--- src/rtl/alu_pkg.sv ---
// alu_pkg: shared ALU widths and operation codes
package alu_pkg;
  localparam int DATA_WIDTH = 32;
  localparam int OP_WIDTH = 4;
  localparam logic [OP_WIDTH-1:0] OP_AND  = 4'b0000;
  localparam logic [OP_WIDTH-1:0] OP_OR   = 4'b0001;
  localparam logic [OP_WIDTH-1:0] OP_NOR  = 4'b0010;
  localparam logic [OP_WIDTH-1:0] OP_ADD  = 4'b0011;
  localparam logic [OP_WIDTH-1:0] OP_SUB  = 4'b0100;
  localparam logic [OP_WIDTH-1:0] OP_XOR  = 4'b0101;
  localparam logic [OP_WIDTH-1:0] OP_WORD = 4'b0110;
  localparam logic [OP_WIDTH-1:0] OP_LUI  = 4'b1010;
endpackage

--- src/rtl/alu_share_arbiter_alu.sv ---
// alu_share_arbiter_alu: combinational 32-bit team ALU, unknown ops yield 0
module alu_share_arbiter_alu
  import alu_pkg::*;
(
  input  logic [OP_WIDTH-1:0]   op,
  input  logic [DATA_WIDTH-1:0] a,
  input  logic [DATA_WIDTH-1:0] b,
  output logic [DATA_WIDTH-1:0] y
);
  always_comb begin
    y = '0;
    case (op)
      OP_AND:  y = a & b;
      OP_OR:   y = a | b;
      OP_NOR:  y = ~(a | b);
      OP_ADD:  y = a + b;
      OP_SUB:  y = a - b;
      OP_XOR:  y = a ^ b;
      OP_WORD: y = a + (b << 2);
      OP_LUI:  y = {b[15:0], 16'h0};
      default: y = '0;
    endcase
  end
endmodule

--- src/rtl/alu_share_arbiter.sv ---
// alu_share_arbiter: round-robin sharing of one ALU between two requesters
module alu_share_arbiter
  import alu_pkg::*;
(
  input  logic                  clk,
  input  logic                  reset,
  input  logic                  req0_valid,
  output logic                  req0_ready,
  input  logic [OP_WIDTH-1:0]   req0_op,
  input  logic [DATA_WIDTH-1:0] req0_a,
  input  logic [DATA_WIDTH-1:0] req0_b,
  input  logic                  req1_valid,
  output logic                  req1_ready,
  input  logic [OP_WIDTH-1:0]   req1_op,
  input  logic [DATA_WIDTH-1:0] req1_a,
  input  logic [DATA_WIDTH-1:0] req1_b,
  output logic                  rsp_valid,
  input  logic                  rsp_ready,
  output logic                  rsp_id,
  output logic [DATA_WIDTH-1:0] rsp_result,
  output logic                  rsp_zero,
  output logic                  rsp_illegal
);
  logic prio;
  logic slot_free;
  logic xfer0;
  logic xfer1;
  logic illegal;
  logic [OP_WIDTH-1:0] op;
  logic [DATA_WIDTH-1:0] a;
  logic [DATA_WIDTH-1:0] b;
  logic [DATA_WIDTH-1:0] y;
  assign slot_free = !rsp_valid | rsp_ready;
  // each ready excludes the other requester only when it is competing and holds priority
  assign req0_ready = slot_free & reset & (!req1_valid | !prio);
  assign req1_ready = slot_free & reset & (!req0_valid | prio);
  assign xfer0 = req0_valid & req0_ready;
  assign xfer1 = req1_valid & req1_ready;
  assign op = xfer1 ? req1_op : req0_op;
  assign a = xfer1 ? req1_a : req0_a;
  assign b = xfer1 ? req1_b : req0_b;
  assign illegal = !(op inside {OP_AND, OP_OR, OP_NOR, OP_ADD, OP_SUB, OP_XOR, OP_WORD, OP_LUI});
  alu_share_arbiter_alu u_alu (
    .op(op),
    .a (a),
    .b (b),
    .y (y)
  );
  always_ff @(posedge clk) begin
    if (!reset) begin
      rsp_valid   <= 1'b0;
      rsp_id      <= 1'b0;
      rsp_result  <= '0;
      rsp_zero    <= 1'b0;
      rsp_illegal <= 1'b0;
      prio        <= 1'b0;
    end else if (xfer0 | xfer1) begin
      rsp_valid   <= 1'b1;
      rsp_id      <= xfer1;
      rsp_result  <= illegal ? '0 : y;
      rsp_zero    <= illegal | (y == '0);
      rsp_illegal <= illegal;
      prio        <= !xfer1;
    end else if (rsp_ready) begin
      rsp_valid <= 1'b0;
    end
  end
endmodule
--- config.mk ---
export PLATFORM = sky130hd
export DESIGN_NAME = alu_share_arbiter
export DESIGN_NICKNAME = d
export VERILOG_FILES = /design/src/rtl/alu_pkg.sv /design/src/rtl/alu_share_arbiter_alu.sv /design/src/rtl/alu_share_arbiter.sv
export SDC_FILE = /design/constraint.sdc
export NUM_CORES = 1
export LEC_CHECK = 0
export ABC_AREA = 1
export BUFFER_PORTS_ARGS = -buffer_cell sky130_fd_sc_hd__buf_2
export CAP_MARGIN = 20
export CORE_ASPECT_RATIO = 0.75
export CORE_UTILIZATION = 45
export DETAILED_ROUTE_END_ITERATION = 10
export GPL_TIMING_DRIVEN = 0
export HOLD_SLACK_MARGIN = 0.1
export PLACE_DENSITY = 0.66
export SLEW_MARGIN = 40
export SYNTH_ARGS = -nofsm -noshare
export SYNTH_HDL_FRONTEND = slang
export SYNTH_SLANG_ARGS = --single-unit
--- constraint.sdc ---
create_clock -name clk -period 8.3 [get_ports clk]
set_clock_uncertainty 0.2 [all_clocks]
set_input_delay 1.245 -clock clk [delete_from_list [all_inputs] [get_ports clk]]
set_output_delay 1.245 -clock clk [all_outputs]
set_load 0.005 [all_outputs]
======== Word level (Yosys, flattened, before mapping) ========
Index checks and enable logic that the tools add are counted.
word-level totals
  register bits after elaboration ......... 37
  output and inout port bits .............. 38
operators by class
  reductions and logical operators ........ 10
  bitwise operators ....................... 14
  equality and inequality tests ........... 7
  multiplexer cells ....................... 7
  add/sub/neg operators ................... 3
operator list
  cell                                                                   number
  32-bit one-hot mux with 8 select lines                                 1
  32-bit two-way mux                                                     3
  32-bit adder                                                           2
  32-bit bitwise AND                                                     1
  32-bit logical NOT                                                     1
  32-bit NOT                                                             1
  32-bit OR                                                              1
  32-bit subtractor                                                      1
  32-bit bitwise XOR                                                     1
  4-bit by 3-bit equality test with 1-bit output, second input constant  3
  4-bit by 2-bit equality test with 1-bit output, second input constant  2
  8-bit nonzero test                                                     1
  1-bit logical NOT                                                      6
  1-bit bitwise AND                                                      5
  1-bit OR                                                               5
  4-bit by 1-bit equality test with 1-bit output, second input constant  1
  4-bit equality test, second input constant                             1
  4-bit logical NOT                                                      1
  4-bit two-way mux                                                      1
  1-bit two-way mux                                                      2
  2-bit nonzero test                                                     1

======== Longest topological paths before layout ========
  word-level depth ........................ 11
  mapped depth ............................ 32

======== By module ========
Synthesis repeated with hierarchy kept, for this count alone.
unflattened totals
  cell total of the unflattened synthesis .. 1879
  area total of the unflattened synthesis .. 10099.7 sq um
modules (own cells, without submodules)
  module                 instances  sequential area each (sq um)  cells an instance  area each (sq um)
  alu_share_arbiter_alu  1          0.0                           1454               7627.3
  alu_share_arbiter      1          740.7                         425                2472.4

======== Least setup slack after synthesis ========
No wires, ideal clock.
  kind .................................... input port to flip-flop
  from .................................... input req1_valid
  to ...................................... register rsp_zero
  stages on the path ...................... 25
  buffers on the path ..................... 3
  slack ................................... 3274 ps
  library setup time ...................... 70 ps
  arrival ................................. 4757 ps
  cells stage by stage .................... buf_2 > nand4_4 > buf_8 > o21ai_2 > nor2_2 > nand2_4 > inv_1 > clkbuf_1 > a22oi_1 > inv_1 > fa_1 > inv_1 > nand2_1 > o21ai_0 > a21boi_0 > o21ai_0 > nand2_1 > nand2_1 > o22ai_1 > nand3b_1 > nor2_1 > nand3_1 > nor2_1 > nand4_1 > a21oi_1
on the way
  word-level cells in the longest chain between the ends .. 7
  elaborated cells on any way between the ends .. 29
  classes of those cells .................. add/sub (3); eq/ne (7); mux (4); bitwise (10); reduce/logical (5)
RTL lines
  element                                                               line                     text
  start: declaration                                                    alu_share_arbiter.sv:12  input logic req1_valid,
  parallel branches: the longest is 7 deep, another holds 32-bit adder  n/a
  end signal: assignment                                                alu_share_arbiter.sv:61  rsp_zero <= illegal | (y == '0);
  end: declaration                                                      alu_share_arbiter.sv:21  output logic rsp_zero,
Several ways; the timed one is not identified.
A chain may end at the register's enable or synchronous reset.

======== Worst setup path after layout ========
  from .................................... input reset
  to ...................................... register rsp_zero
on the way
  word-level cells in the longest chain between the ends .. 9
  elaborated cells on any way between the ends .. 29
  classes of those cells .................. add/sub (3); eq/ne (7); mux (4); bitwise (11); reduce/logical (4)
RTL lines
  element                                                               line                    text
  start: declaration                                                    alu_share_arbiter.sv:6  input logic reset,
  parallel branches: the longest is 9 deep, another holds 32-bit adder  n/a
Several ways; the timed one is not identified.

==> summary.txt <==
Floorplan
  – Die span in y: between 100 and 150 um
  – Horizontal die dimension: around 170 um
  – Initial core utilization: 46.10%
  – CORE AREA: 21180 um^2
  – Number of primary I/O pins: between 150 and 200
  – Die Area: approximately 22000 um^2
  – Std cell rows: 46

Detailed routing
  – Vias post-DR: 12.17k
  – Final routed wire length divided by cell count: 19.19 um
  – DR DRC count: 0
  – Vias/cell: 5.546
  – Post-route ant nets: 0
  – DRT iter0 DRCs: 1348
  – DRT Wirelength: 42100 um
  – Pre-Repair DR Iteration Count: 6

Synth
  – Post-synth EDFFs: 0
  – Mean Syn Cell Area: 5.670 um^2
  – Async set or reset register ratio after synthesis: 0%
  – Synth Warn #: 0
  – Post-synth top flop: sky130_fd_sc_hd__dfxtp_1
  – Proportion of synthesized area in mux cells: 0.2050%
  – Parity-gate share of the synthesized area counting xor and xnor cells: 3.588%
  – Synth top cells by count: 442 x sky130_fd_sc_hd__nand2_1, 249 x sky130_fd_sc_hd__inv_1, 201 x sky130_fd_sc_hd__nor2_1, 122 x sky130_fd_sc_hd__ha_1, 110 x sky130_fd_sc_hd__o21ai_0
  – Area fraction in compound gates after synthesis: around 18%
  – Portion of the post-synthesis area used by sequential elements: between 7 and 8%
  – Top area cells in the synthesized netlist: sky130_fd_sc_hd__nand2_1 17%, sky130_fd_sc_hd__ha_1 16%, sky130_fd_sc_hd__inv_1 9.6%, sky130_fd_sc_hd__nor2_1 7.7%, sky130_fd_sc_hd__dfxtp_1 7.6%
  – Number of library cell types mapped by synthesis: 57
  – Share of synthesized cell area in and, or, nand and nor gates: a little over two fifths
  – Area share of the leading cell type in the synthesized netlist: 16.99%
  – Top cell type by total area after synthesis: sky130_fd_sc_hd__nand2_1
  – Mapped Nets: 1987
  – Largest family of logic cells by synthesized area: simple AND/OR/NAND/NOR gates
  – Gate count after technology mapping: 1722
  – #FFs+latches synth: 37
  – Cell Area, Synth: approximately 10000 um^2
  – Cell with the most instances after synthesis: sky130_fd_sc_hd__nand2_1
  – Post-synthesis adder-cell area fraction: 16.05%

CTS
  – CTS Sinks: 37
  – Total setup buffers inserted after CTS: 0
  – Clock root buffer: sky130_fd_sc_hd__clkbuf_16
  – Hold buffers post-CTS: 0
  – Clock tree from TritonCTS: done
  – Clock-pin slew of the registers on the worst-case setup and hold paths: 60 ps
  – Number of buffers added by the clock tree synthesis step: 5
  – Total of cells resized after clock tree synthesis: 0
  – Number of levels the H-tree was split into: 2
  – Clock network latency to the later pin of the worst-skew pair: ~300 ps
  – Maximum clock path buffer count: 2

Cells and area
  – Post-layout nets: 2170
  – Fraction of final layout cells sized beyond drive strength 1: 16.47%
  – Antenna fix cells: 0
  – Non-filler cells, final: 2194
  – Relative area change from synthesis to final layout: 14.52%

Place
  – Placed wire-length estimate: between 30000 and 40000 um
  – # port buffers: 176
  – Inst Count DP: 2186
  – Routability congestion estimate from global placement: ~1.0

Global routing
  – Maximum number of pins on one net before global-route repair: 13
  – Residual overflow from global routing: 0
  – GR Util All Layers: 37.21%
  – Global-route wire length before repair: 61000 um
  – Via count of the first global-routing pass: 10.47k
  – Number of antenna violations at the first check in global routing: 0

Power and ir drop
  – Worst supply voltage drop on vdd: roughly 0.000096 V
  – Clock network fraction of design power: ~16%
  – Cell-internal power: a little under 0.0007 W
  – Leakage power figure: 6.175 nW
  – Power density over the cells: 131.1 nW/um^2
  – Switching Power: between 0.0007 and 0.0008 W
  – Combinational share of power: 70.3%
  – Sequential cell fraction of total power: 14.0%
  – Switching part of the total: 53.45%

Critical path
  – Arrival time of the worst setup path: 6870 ps
  – Crit start category: input pin
  – Required time reported for the critical path endpoint: 8330 ps
  – Crit path from: reset
  – Levels on crit path: 25
  – FF-to-FF End: rsp_zero$_SDFFE_PN0P_
  – Worst setup path class: input pin to register
  – Termination of the worst setup path: rsp_zero$_SDFFE_PN0P_
  – Register-to-register setup slack: between 2000 and 2500 ps
  – Critical path capture point type: register
  – Source of the worst register-to-register timing path: prio$_SDFFE_PN0P_
  – Buffer and inverter count on the worst path: 6
  – Slowest stage cell on the critical path: sky130_fd_sc_hd__o21ai_0
  – Largest stage delay on the critical path: 680 ps
  – Delay-heaviest family, CP: compound AO/OA/AOI/OAI gates
  – Maximum fanout along the worst path: 10
  – Logic depth of the worst register-to-register path: 25

STA
  – Final total negative setup slack: 0 ps
  – Number of slew-limit violations in the final report: 0
  – Final count of negative-setup-slack endpoints: 0
  – Tcrit/Tclk final: ~82%
  – Number of hold violations in the final report: 0
  – Fmax achieved: 146.2 MHz
  – Unrepaired setup endpoints after global routing: no
  – Transition time of the tightest slew-check pin: 776.6 ps
  – Min Clock Period, post-route: slightly below 7000 ps
  – Worst max-slew margin expressed relative to the limit: 48.23%

Run
  – Max-cap viol count: 0

Outcome
  – Outcome: finished, final reports clean

Hold path
  – Worst min-delay path class: register to register
[worst min-delay path by stage]
stage / startpoint / to / cells past startpoint
after global routing: rsp_id$_SDFFE_PN0P_ / rsp_id$_SDFFE_PN0P_ / 2
after global placement: rsp_id$_SDFFE_PN0P_ / rsp_id$_SDFFE_PN0P_ / 2
final: rsp_id$_SDFFE_PN0P_ / rsp_id$_SDFFE_PN0P_ / 2
after floorplan: rsp_id$_SDFFE_PN0P_ / rsp_id$_SDFFE_PN0P_ / 2
after CTS: rsp_id$_SDFFE_PN0P_ / rsp_id$_SDFFE_PN0P_ / 2
after detailed placement: rsp_id$_SDFFE_PN0P_ / rsp_id$_SDFFE_PN0P_ / 2
[final cells by class]
type	instances	area (um^2)
Timing Repair Buffer	176	880.8
Buffer	48	280.3
Multi-Input combinational cell	1380	7775
Tap cell	288	360.3
Fill cell	2373	10000
Clock inverter	2	37.54
Inverter	257	967.2
Clock buffer	6	138.9
Sequential cell	37	740.7
[power groups by stage]
stage	Clock [W]	Combinational (W)	Sequential, W
finish	0.000230	0.00103	0.000206
global route	0.000237	0.00113	0.000208
CTS	0.000232	0.00100	0.000205
detailed placement	0	0.000995	0.000209
global placement	0	0.000990	0.000209
floorplan	0	0.000681	0.000211
[placed cells by master (no fill, tap or decap), types with 37 or more instances in the layout]
cell type / n
sky130_fd_sc_hd__nand2_1: 442
sky130_fd_sc_hd__ha_1: 122
sky130_fd_sc_hd__a21oi_1: 91
sky130_fd_sc_hd__nand4_1: 56
sky130_fd_sc_hd__inv_1: 249
sky130_fd_sc_hd__buf_2: 190
sky130_fd_sc_hd__nand3_1: 92
sky130_fd_sc_hd__nor2_1: 201
sky130_fd_sc_hd__o21ai_0: 110
sky130_fd_sc_hd__dfxtp_1: 37
[flip-flops by register name (all words and copies together), names as in the netlist]
name / count
rsp_result: 32
prio: 1
rsp_id: 1
rsp_illegal: 1
rsp_valid: 1
rsp_zero: 1
[layer usage]
layer | track usage (%) | vias up | part of all wire, %
met1 | 53.71 | 5434 | 46
met3 | 7.697 | 77 | 12
li1 | - | 5978 | -
met2 | 53.96 | 678 | 39
met5 | 0 | - | 0
met4 | 12.96 | 0 | 3.5
[per-stage QoR]
step	hold WS [ps]	setup slack (ps)	total power, W	cell area, um^2	util [%]
detailed placement	253.6	1417	0.001204	11000	51.96
global placement	250.3	1448	0.001198	11000	51.96
global route	273.5	1169	0.001580	11180	52.79
CTS	261.6	1681	0.001438	11180	52.79
finish	265.3	1460	0.001466	11180	52.79
floorplan	254.4	3274	0.0008914	9763	-
[tightest hold or removal path, stage by stage, from the launching register on]
cell                      delay (ps)
sky130_fd_sc_hd__dfxtp_1         310
sky130_fd_sc_hd__nand2_1          60
sky130_fd_sc_hd__a21oi_1          50
[kinds of logic (layout without fill, tap and decap cells)]
group                    Yosys count  in the layout
buffers and inverters            305            489
AO/OA/AOI/OAI                    299            299
flip-flops                        37             37
multiplexers                       2              2
adder cells (fa/ha/maj)          124            124
AND/OR/NAND/NOR                  915            915
XOR/XNOR                          40             40
Note: power is estimated with default switching activity, not from simulation.
